===== src/rtl/seg7_scan_driver_pkg.sv =====
// Shared constants for the seven-segment scan driver.
//   NDIG       : number of multiplexed digits on the board
//   SEG_BLANK  : segment pattern with every segment off (active-low)
//   AN_OFF     : anode pattern with every digit off (active-low)
//   HEX7_TABLE : hex digit -> {g,f,e,d,c,b,a} active-low pattern, indexed by the nibble
package seg7_scan_driver_pkg;

    localparam int         NDIG      = 8;
    localparam logic [6:0] SEG_BLANK = 7'h7F;
    localparam logic [7:0] AN_OFF    = 8'hFF;

    // Packed so that HEX7_TABLE[n] selects the pattern for nibble n; the first
    // element of the concatenation is entry 15 (F).
    localparam logic [15:0][6:0] HEX7_TABLE = {
        7'h0E, 7'h06, 7'h21, 7'h46,   // F E d C
        7'h03, 7'h08, 7'h10, 7'h00,   // b A 9 8
        7'h78, 7'h02, 7'h12, 7'h19,   // 7 6 5 4
        7'h30, 7'h24, 7'h79, 7'h40    // 3 2 1 0
    };

endpackage


===== src/rtl/seg7_scan_driver_hex_to_seg7.sv =====
// Combinational hex nibble to seven-segment decoder (active-low outputs).
//   nib_i : 4-bit hex value
//   seg_o : {g,f,e,d,c,b,a}, 0 = segment lit
module hex_to_seg7
    import seg7_scan_driver_pkg::*;
(
    input  logic [3:0] nib_i,
    output logic [6:0] seg_o
);

    assign seg_o = HEX7_TABLE[nib_i];

endmodule


===== src/rtl/seg7_scan_driver.sv =====
// Eight-digit multiplexed seven-segment scan driver showing a 32-bit word in hex.
// The word is captured into a shadow register only at frame boundaries so a scan
// never mixes old and new nibbles. A short guard interval after each digit advance
// keeps all anodes off to avoid ghosting; leading zeros may be suppressed.
//   clk         : system clock
//   rst         : asynchronous reset, active-low
//   value       : word to display, nibble i on digit i (digit 0 rightmost)
//   en          : 1 = scanning, 0 = dark with all counters frozen
//   an          : digit anodes, active-low
//   seg         : segments {g,f,e,d,c,b,a}, active-low
//   dp          : decimal point, active-low
//   frame_start : one-cycle pulse when the shadow word is reloaded
module seg7_scan_driver
    import seg7_scan_driver_pkg::*;
#(
    parameter int         DIV_MAX   = 99_999,
    parameter int         BLANK_CYC = 16,
    parameter int         BLANK_LZ  = 1,
    parameter logic [7:0] DP_MASK   = 8'h00
)(
    input  logic        clk,
    input  logic        rst,
    input  logic [31:0] value,
    input  logic        en,
    output logic [7:0]  an,
    output logic [6:0]  seg,
    output logic        dp,
    output logic        frame_start
);

    localparam int DW = (DIV_MAX   > 0) ? $clog2(DIV_MAX + 1)   : 1;
    localparam int GW = (BLANK_CYC > 0) ? $clog2(BLANK_CYC + 1) : 1;
    localparam logic [DW-1:0] DIV_LAST     = DW'(DIV_MAX);
    localparam logic [GW-1:0] GUARD_RELOAD = GW'(BLANK_CYC);

    // A guard at least as long as the dwell would keep every digit dark forever.
    if (BLANK_CYC > DIV_MAX) begin : g_bad_blank
        $error("seg7_scan_driver: BLANK_CYC (%0d) must not exceed DIV_MAX (%0d)", BLANK_CYC, DIV_MAX);
    end

    logic [DW-1:0] div_q,   div_d;
    logic [2:0]    idx_q,   idx_d;
    logic [GW-1:0] guard_q, guard_d;
    logic [31:0]   shadow_q, shadow_d;
    logic          frame_start_q, frame_start_d;
    logic [7:0]    an_q,  an_d;
    logic [6:0]    seg_q, seg_d;
    logic          dp_q,  dp_d;

    logic          tick;
    logic          frame_end;
    logic [3:0]    nibs [NDIG];
    logic [NDIG-1:0] upper_zero;
    logic [6:0]    seg_dec;
    logic          blanked;
    logic          dark;

    // Per-digit nibble and "this digit and everything above it is zero" flags.
    for (genvar gi = 0; gi < NDIG; gi++) begin : g_digit
        assign nibs[gi]       = shadow_q[4*gi +: 4];
        assign upper_zero[gi] = (shadow_q[31:4*gi] == '0);
    end

    hex_to_seg7 u_hex (
        .nib_i (nibs[idx_q]),
        .seg_o (seg_dec)
    );

    assign tick      = en && (div_q == DIV_LAST);
    assign frame_end = tick && (idx_q == 3'd7);
    assign blanked   = (BLANK_LZ != 0) && (idx_q != 3'd0) && upper_zero[idx_q];
    assign dark      = !en || (guard_q != '0) || blanked;

    always_comb begin
        div_d         = div_q;
        idx_d         = idx_q;
        guard_d       = guard_q;
        shadow_d      = shadow_q;
        frame_start_d = frame_end;

        if (en) begin
            div_d = tick ? '0 : div_q + 1'b1;
        end

        // The reload on a digit advance takes priority over the countdown.
        if (tick) begin
            idx_d   = idx_q + 3'd1;
            guard_d = GUARD_RELOAD;
        end else if (en && (guard_q != '0)) begin
            guard_d = guard_q - 1'b1;
        end

        if (frame_end) begin
            shadow_d = value;
        end
    end

    // Output decode uses this cycle's state; the registers present it next cycle.
    always_comb begin
        an_d  = AN_OFF;
        seg_d = SEG_BLANK;
        dp_d  = 1'b1;
        if (!dark) begin
            an_d  = AN_OFF ^ (8'h01 << idx_q);
            seg_d = seg_dec;
            dp_d  = ~DP_MASK[idx_q];
        end
    end

    always_ff @(posedge clk or negedge rst) begin
        if (!rst) begin
            div_q         <= '0;
            idx_q         <= '0;
            guard_q       <= '0;
            shadow_q      <= '0;
            frame_start_q <= 1'b0;
            an_q          <= AN_OFF;
            seg_q         <= SEG_BLANK;
            dp_q          <= 1'b1;
        end else begin
            div_q         <= div_d;
            idx_q         <= idx_d;
            guard_q       <= guard_d;
            shadow_q      <= shadow_d;
            frame_start_q <= frame_start_d;
            an_q          <= an_d;
            seg_q         <= seg_d;
            dp_q          <= dp_d;
        end
    end

    assign an          = an_q;
    assign seg         = seg_q;
    assign dp          = dp_q;
    assign frame_start = frame_start_q;

endmodule


===== config.mk =====
export PLATFORM = sky130hd
export DESIGN_NAME = seg7_scan_driver
export DESIGN_NICKNAME = d
export VERILOG_FILES = /design/src/rtl/seg7_scan_driver_pkg.sv /design/src/rtl/seg7_scan_driver_hex_to_seg7.sv /design/src/rtl/seg7_scan_driver.sv
export SDC_FILE = /design/constraint.sdc
export NUM_CORES = 1
export LEC_CHECK = 0
export CORE_ASPECT_RATIO = 0.8
export CORE_MARGIN = 1.5
export CORE_UTILIZATION = 57
export CTS_BUF_LIST = sky130_fd_sc_hd__clkbuf_4
export CTS_CLUSTER_DIAMETER = 120
export CTS_CLUSTER_SIZE = 28
export DETAILED_ROUTE_END_ITERATION = 7
export PLACE_DENSITY_LB_ADDON = 0.12
export SYNTH_ARGS = -nofsm -noshare
export SYNTH_HDL_FRONTEND = slang
export SYNTH_HIERARCHICAL = 1
export SYNTH_SLANG_ARGS = --single-unit

===== constraint.sdc =====
create_clock -name clk -period 2.9 [get_ports clk]
set_input_delay 0.58 -clock clk [delete_from_list [all_inputs] [get_ports clk]]
set_output_delay 0.58 -clock clk [all_outputs]
set_load 0.01 [all_outputs]

### After elaboration in Yosys (flattened, before gate mapping)

Memory sizes are Yosys's and may differ from the RTL's.
Index checks and enable logic that the tools add are counted.

* add/subtract/negate cells: 3
* magnitude comparators: 3
* eq/ne operators: 2
* shift operators: 1
* muxes and demuxes: 13
* bitwise logic cells: 3
* reduce and logical (&&, ||, !) cells: 18

Operators by type and width (count)
* $logic_not A32 Y1: 1
* $logic_not A28 Y1: 1
* $logic_not A24 Y1: 1
* $logic_not A20 Y1: 1
* $add A17 B1 Y17 const B: 1
* $eq A17 B17 Y1 const B: 1
* $mux W17: 1
* $logic_not A16 Y1: 1
* $mux W7: 2
* $bmux W4 S3: 1
* $logic_not A12 Y1: 1
* $mux W5: 2
* $logic_not A8 Y1: 1
* $mux W4: 2
* $mux W8: 1
* $not A8 Y8: 1
* $shl A1 B3 Y8 const A: 1
* $lt A4 B5 Y1 const B: 1
* $reduce_bool A5 Y1: 1
* $sub A5 B1 Y5 const B: 1
* $ge A4 B4 Y1 const B: 1
* $logic_and A1 B1 Y1: 4
* $logic_not A4 Y1: 1
* $lt A3 B4 Y1 const B: 1
* other kinds (10): 13

* flip-flop bits (word level): 74
* ROM bits: 120
* output and inout bits: 17
* word-level logic and storage cells: 53
* memories kept: 2

Memories
* (name not given): words 16, width 7, read ports 1, clocked after Yosys merged registers in 0, wr ports 0, RTL line seg7_scan_driver_hex_to_seg7.sv:11 `assign seg_o = HEX7_TABLE[nib_i];`
* (name not given): words 8, width 1, read ports 1, clocked after Yosys merged registers in 0, wr ports 0, RTL line seg7_scan_driver.sv:106 `dp_d = ~DP_MASK[idx_q];`

### Logic depth before layout (Yosys ltp)

Gate-level depths: netlist of the first run.

* word-level depth: 7
* depth in mapped cells: 10
* gate-level depth less buffers: 9

### By module

Netlist of the first run, hierarchy kept.

By module, submodules not included
* seg7_scan_driver: times used 1, cells an instance 275, area each 3408.3 sq um
* hex_to_seg7: times used 1, cells an instance 32, area each 275.3 sq um

### Least setup slack after synthesis of the first run

OpenSTA, ideal clock, no wires.

* kind: register to register
* from: register idx_q[0]
* to: register seg_q[0] (netlist: seg[0])
* data arrival time: 2.377 ns
* required time: 2.830 ns
* path slack: 0.453 ns
* stages on the path, launching flop included: 11
* path buffers: 1
* cell sequence: dfrtp_1 > buf_2 > mux4_2 > nand2_1 > nand2_1 > inv_1 > ha_1 > and2b_2 > or3b_1 > o21ai_0 > nand3b_1

* word-level cells in the longest chain between the ends: 7
* elaborated cells between the ends (all ways): 12
* classes of those cells: 7 x mux; 1 x bitwise; 3 x reduce/logical; 1 x memory

RTL lines
* from (decl): RTL line seg7_scan_driver.sv:42 `logic [2:0] idx_q, idx_d;`
* from (signal assigned): RTL line seg7_scan_driver.sv:122 `idx_q <= idx_d;`
* $not A3 Y4 (implied by the code): RTL line seg7_scan_driver.sv:65 `.nib_i (nibs[idx_q]),`
* $bmux W4 S3: RTL line seg7_scan_driver.sv:65
* $mux W4 (implied by the code) (2 in series): RTL line seg7_scan_driver.sv:65
* $mem_v2 Z16 W7
* $mux W7 (implied by the code): RTL line seg7_scan_driver_hex_to_seg7.sv:11
* via seg_dec[0]: RTL line seg7_scan_driver.sv:54 `logic [6:0] seg_dec;`
* $mux W7: RTL line seg7_scan_driver.sv:103 `if (!dark) begin`
* via seg_d[0]: RTL line seg7_scan_driver.sv:47 `logic [6:0] seg_q, seg_d;`
* to (signal assigned): RTL line seg7_scan_driver.sv:127 `seg_q <= seg_d;`
* to (decl): RTL line seg7_scan_driver.sv:47

The timed path passes the listed nets, and every way through them passes these cells. The select of a mux whose other input is x is not followed.
A chain may end at the register's enable or synchronous reset.

### Final worst setup path of the first run

Ends and elaborated chain as after synthesis.

==> results.toml, run 1 <==
[clock_tree]
root_buffer = "clkbuf_4"
cts_tree = "built"
cts.sinks = 73
clkLatencyLatePin_ns = 0.42
cts_buffers = 9
cts_max_path_buffers = 2
clkTransAtPathRegs_ns = 0.12
hold_buffers = 0
htreeDepth = 3
cts_resized = 0
post_cts_buffers = 0

[synth]
async_reset_ff_frac = 1.00
synth-edff-count = 0
yosys.area.top_type_share = 0.394
synth_nets = 358
yosysWarnings = 6
ys_seq_area_frac = 0.501
syn-mean-instance-area_um2 = 12.0
ys_top_cells_by_area = "dfrtp_1 39%, dfstp_2 11%, mux2_2 10%"
yosysUniqueCellTypes = 47
ys_ff_latch = 73
ys.flop_type = "dfrtp_1"
synth_top_cell_by_area = "dfrtp_1"
synth_most_common_cell = "dfrtp_1"
syn_area_um2 = 3680
synthTopCellsByCount = "58 x dfrtp_1, 33 x mux2_2, 22 x nand2_1"
syn_inst = 307

[setup_path]
worst-path-max-fanout = 9
worstPathRequired_ns = 3.25
reg2reg_from = "idx_q[0]"
end_kind = "register"
cp.arrival_ns = 2.95
cp-start-kind = "register"
path_class = "reg -> reg"
startpoint = "idx_q[0]"

[layout]
final_nets = 416
diodes = 0
fin_cells = 451
post-route-util = 0.727
fillers = 437
drive_gt1_frac = 0.235
area_growth_syn_to_layout_pct = 19.7

[global_route]
antenna_found_initial = 0
grt_start_max_net_pins = 74
grt_pass1_vias = 2427
grt_use_total = 0.230
overflow = 0
grt_first_pass_wirelength_um = 12100

[floorplanning]
rows = 25
dieArea_um2 = 6960
start_util = 0.607
core-area_um2 = 6070
io_pins = 52
dieHeight_um = 74.9
die_w_um = 92.9

[status]
outcome = "finished clean"

[timing]
fin_crit_sh = 0.897
worstMarginPinSlew_ns = 0.756
relSlewSlack = 0.494
maxSlewViolCount = 0
hold_slack_ns = 0.165
setup_viol = 0
fin_setup_tns_ns = 0
period_minus_slack_ns = 2.60
finalHoldViolCount = 0
finClkSkew_ns = 0.00994
rsz0062_at_grt = "false"
max_freq_mhz = 384

[job]
maxCapViolCount = 0

[drt]
remaining_drc_errors = 0
drt-initial-drc-count = 163
wire_per_inst_um = 15.8
drt_wl_total_um = 7140
vias = 2559
drt-pass1-iter-count = 4
vias_per_cell = 5.67
ant_nets = 0

[placement]
io_buffer_count = 50
globalplace.congestion = 0.843
post-place-cells = 435
hpwl_um = 5290

[power_and_ir_drop]
p_per_area_nw_per_um2 = 405
ir_drop_uv = 259
p_leak_uw = 0.00201

[hold_path]
hold_path.class = "in -> async"
registers in the layout (all words and copies together), names as in the netlist:
name	cells
shadow_q	32
guard_q	5
frame_start	1
div_q	17
an	8
idx_q	3
seg	7
where the power goes:
| part | total [uW] | internal (uW) | leakage, uW | switching (uW) |
|---|---|---|---|---|
| Sequential | 1100 | 1050 | 0.000932 | 44.1 |
| Clock | 533 | 178 | 0.0000535 | 355 |
| Combinational | 153 | 83.4 | 0.00102 | 70.0 |
| Total | 1790 | 1320 | 0.00201 | 469 |
routing by layer:
| metal | track usage | share of wire |
|---|---|---|
| met4 | 0.0758 | 0.0095 |
| met5 | 0 | 0 |
| met3 | 0.0556 | 0.057 |
| met1 | 0.347 | 0.50 |
| met2 | 0.330 | 0.44 |
metrics by stage:
step                      instance area (um^2)  power (uW)  setup WS (ns)
after floorplan                           3680        1180          0.453
after global placement                    4300        1270          0.395
after detailed placement                  4300        1270          0.312
after CTS                                 4410        1800          0.285
after global routing                      4410        1860          0.134
final                                     4410        1790          0.298
path summary, 6_finish.rpt:
| kind | slack (ns) | endpoint | cells after the start |
|---|---|---|---|
| max | 0.30 | seg[0] | 9 |
| min | 0.16 | div_q[2] | 2 |
| max reg2reg | 0.30 | seg[0] | 9 |
| min reg2reg | 0.50 | div_q[11] | 1 |
| max in group asynchronous | 2.40 | seg[4] | 2 |
| min in group clk | 0.50 | div_q[11] | 1 |
cell usage in the layout, fill, tap and decap left out, types with 3 or more instances in the layout:
cell type,count
nor3_1,4
nand4_1,4
clkdlybuf4s50_1,49
a22o_1,3
o21ai_0,10
nand3b_1,7
inv_1,11
mux4_2,8
clkinvlp_4,3
ha_1,16
nand3_1,18
buf_4,9
clkinv_1,3
dfstp_2,15
a21oi_1,6
dfrtp_1,58
xnor2_1,11
nand2_1,22
mux2i_1,6
clkbuf_4,10
nor2_1,20
or4_1,8
xor2_1,6
mux2_2,33
cell families (layout without fill, tap and decap cells):
group	after synthesis	in the layout	synth area share
AO/OA/AOI/OAI	25	25	0.0428
XOR/XNOR	17	17	0.0404
adder cells (fa/ha/maj)	16	16	0.0543
buffers and inverters	25	88	0.0306
flip-flops	73	73	0.501
multiplexers	48	48	0.173
other	1	1	0.00102
AND/OR/NAND/NOR	102	102	0.157
worst max-delay path: stages (launching register included):
cell and delay [ns]:
dfrtp_1 0.62, mux4_2 0.57, nand2_1 0.08, nand2_1 0.13, inv_1 0.18, ha_1 0.20
and2b_2 0.22, or3b_1 0.36, o21ai_0 0.06, nand3b_1 0.12
layout make-up:
type | instances | area, um^2 | area share
Tap cell | 81 | 101 | 0.0230
Multi-Input combinational cell | 209 | 1730 | 0.391
Sequential cell | 73 | 1850 | 0.418
Clock inverter | 6 | 35.0 | 0.00794
Clock buffer | 10 | 75.1 | 0.0170
Timing Repair Buffer | 60 | 583 | 0.132
Inverter | 12 | 45.0 | 0.0102
Power figures use the tool's default switching activity.
==> inputs of run 2 (changes only) <==
--- a/config.mk
+++ b/config.mk
@@ -10,7 +10,7 @@
 export CORE_UTILIZATION = 57
 export CTS_BUF_LIST = sky130_fd_sc_hd__clkbuf_4
 export CTS_CLUSTER_DIAMETER = 120
-export CTS_CLUSTER_SIZE = 28
+export CTS_CLUSTER_SIZE = 8
 export DETAILED_ROUTE_END_ITERATION = 7
 export PLACE_DENSITY_LB_ADDON = 0.12
 export SYNTH_ARGS = -nofsm -noshare
==> results of run 2 <==
Final layout, timing and power as in run 1 (identical DEF).
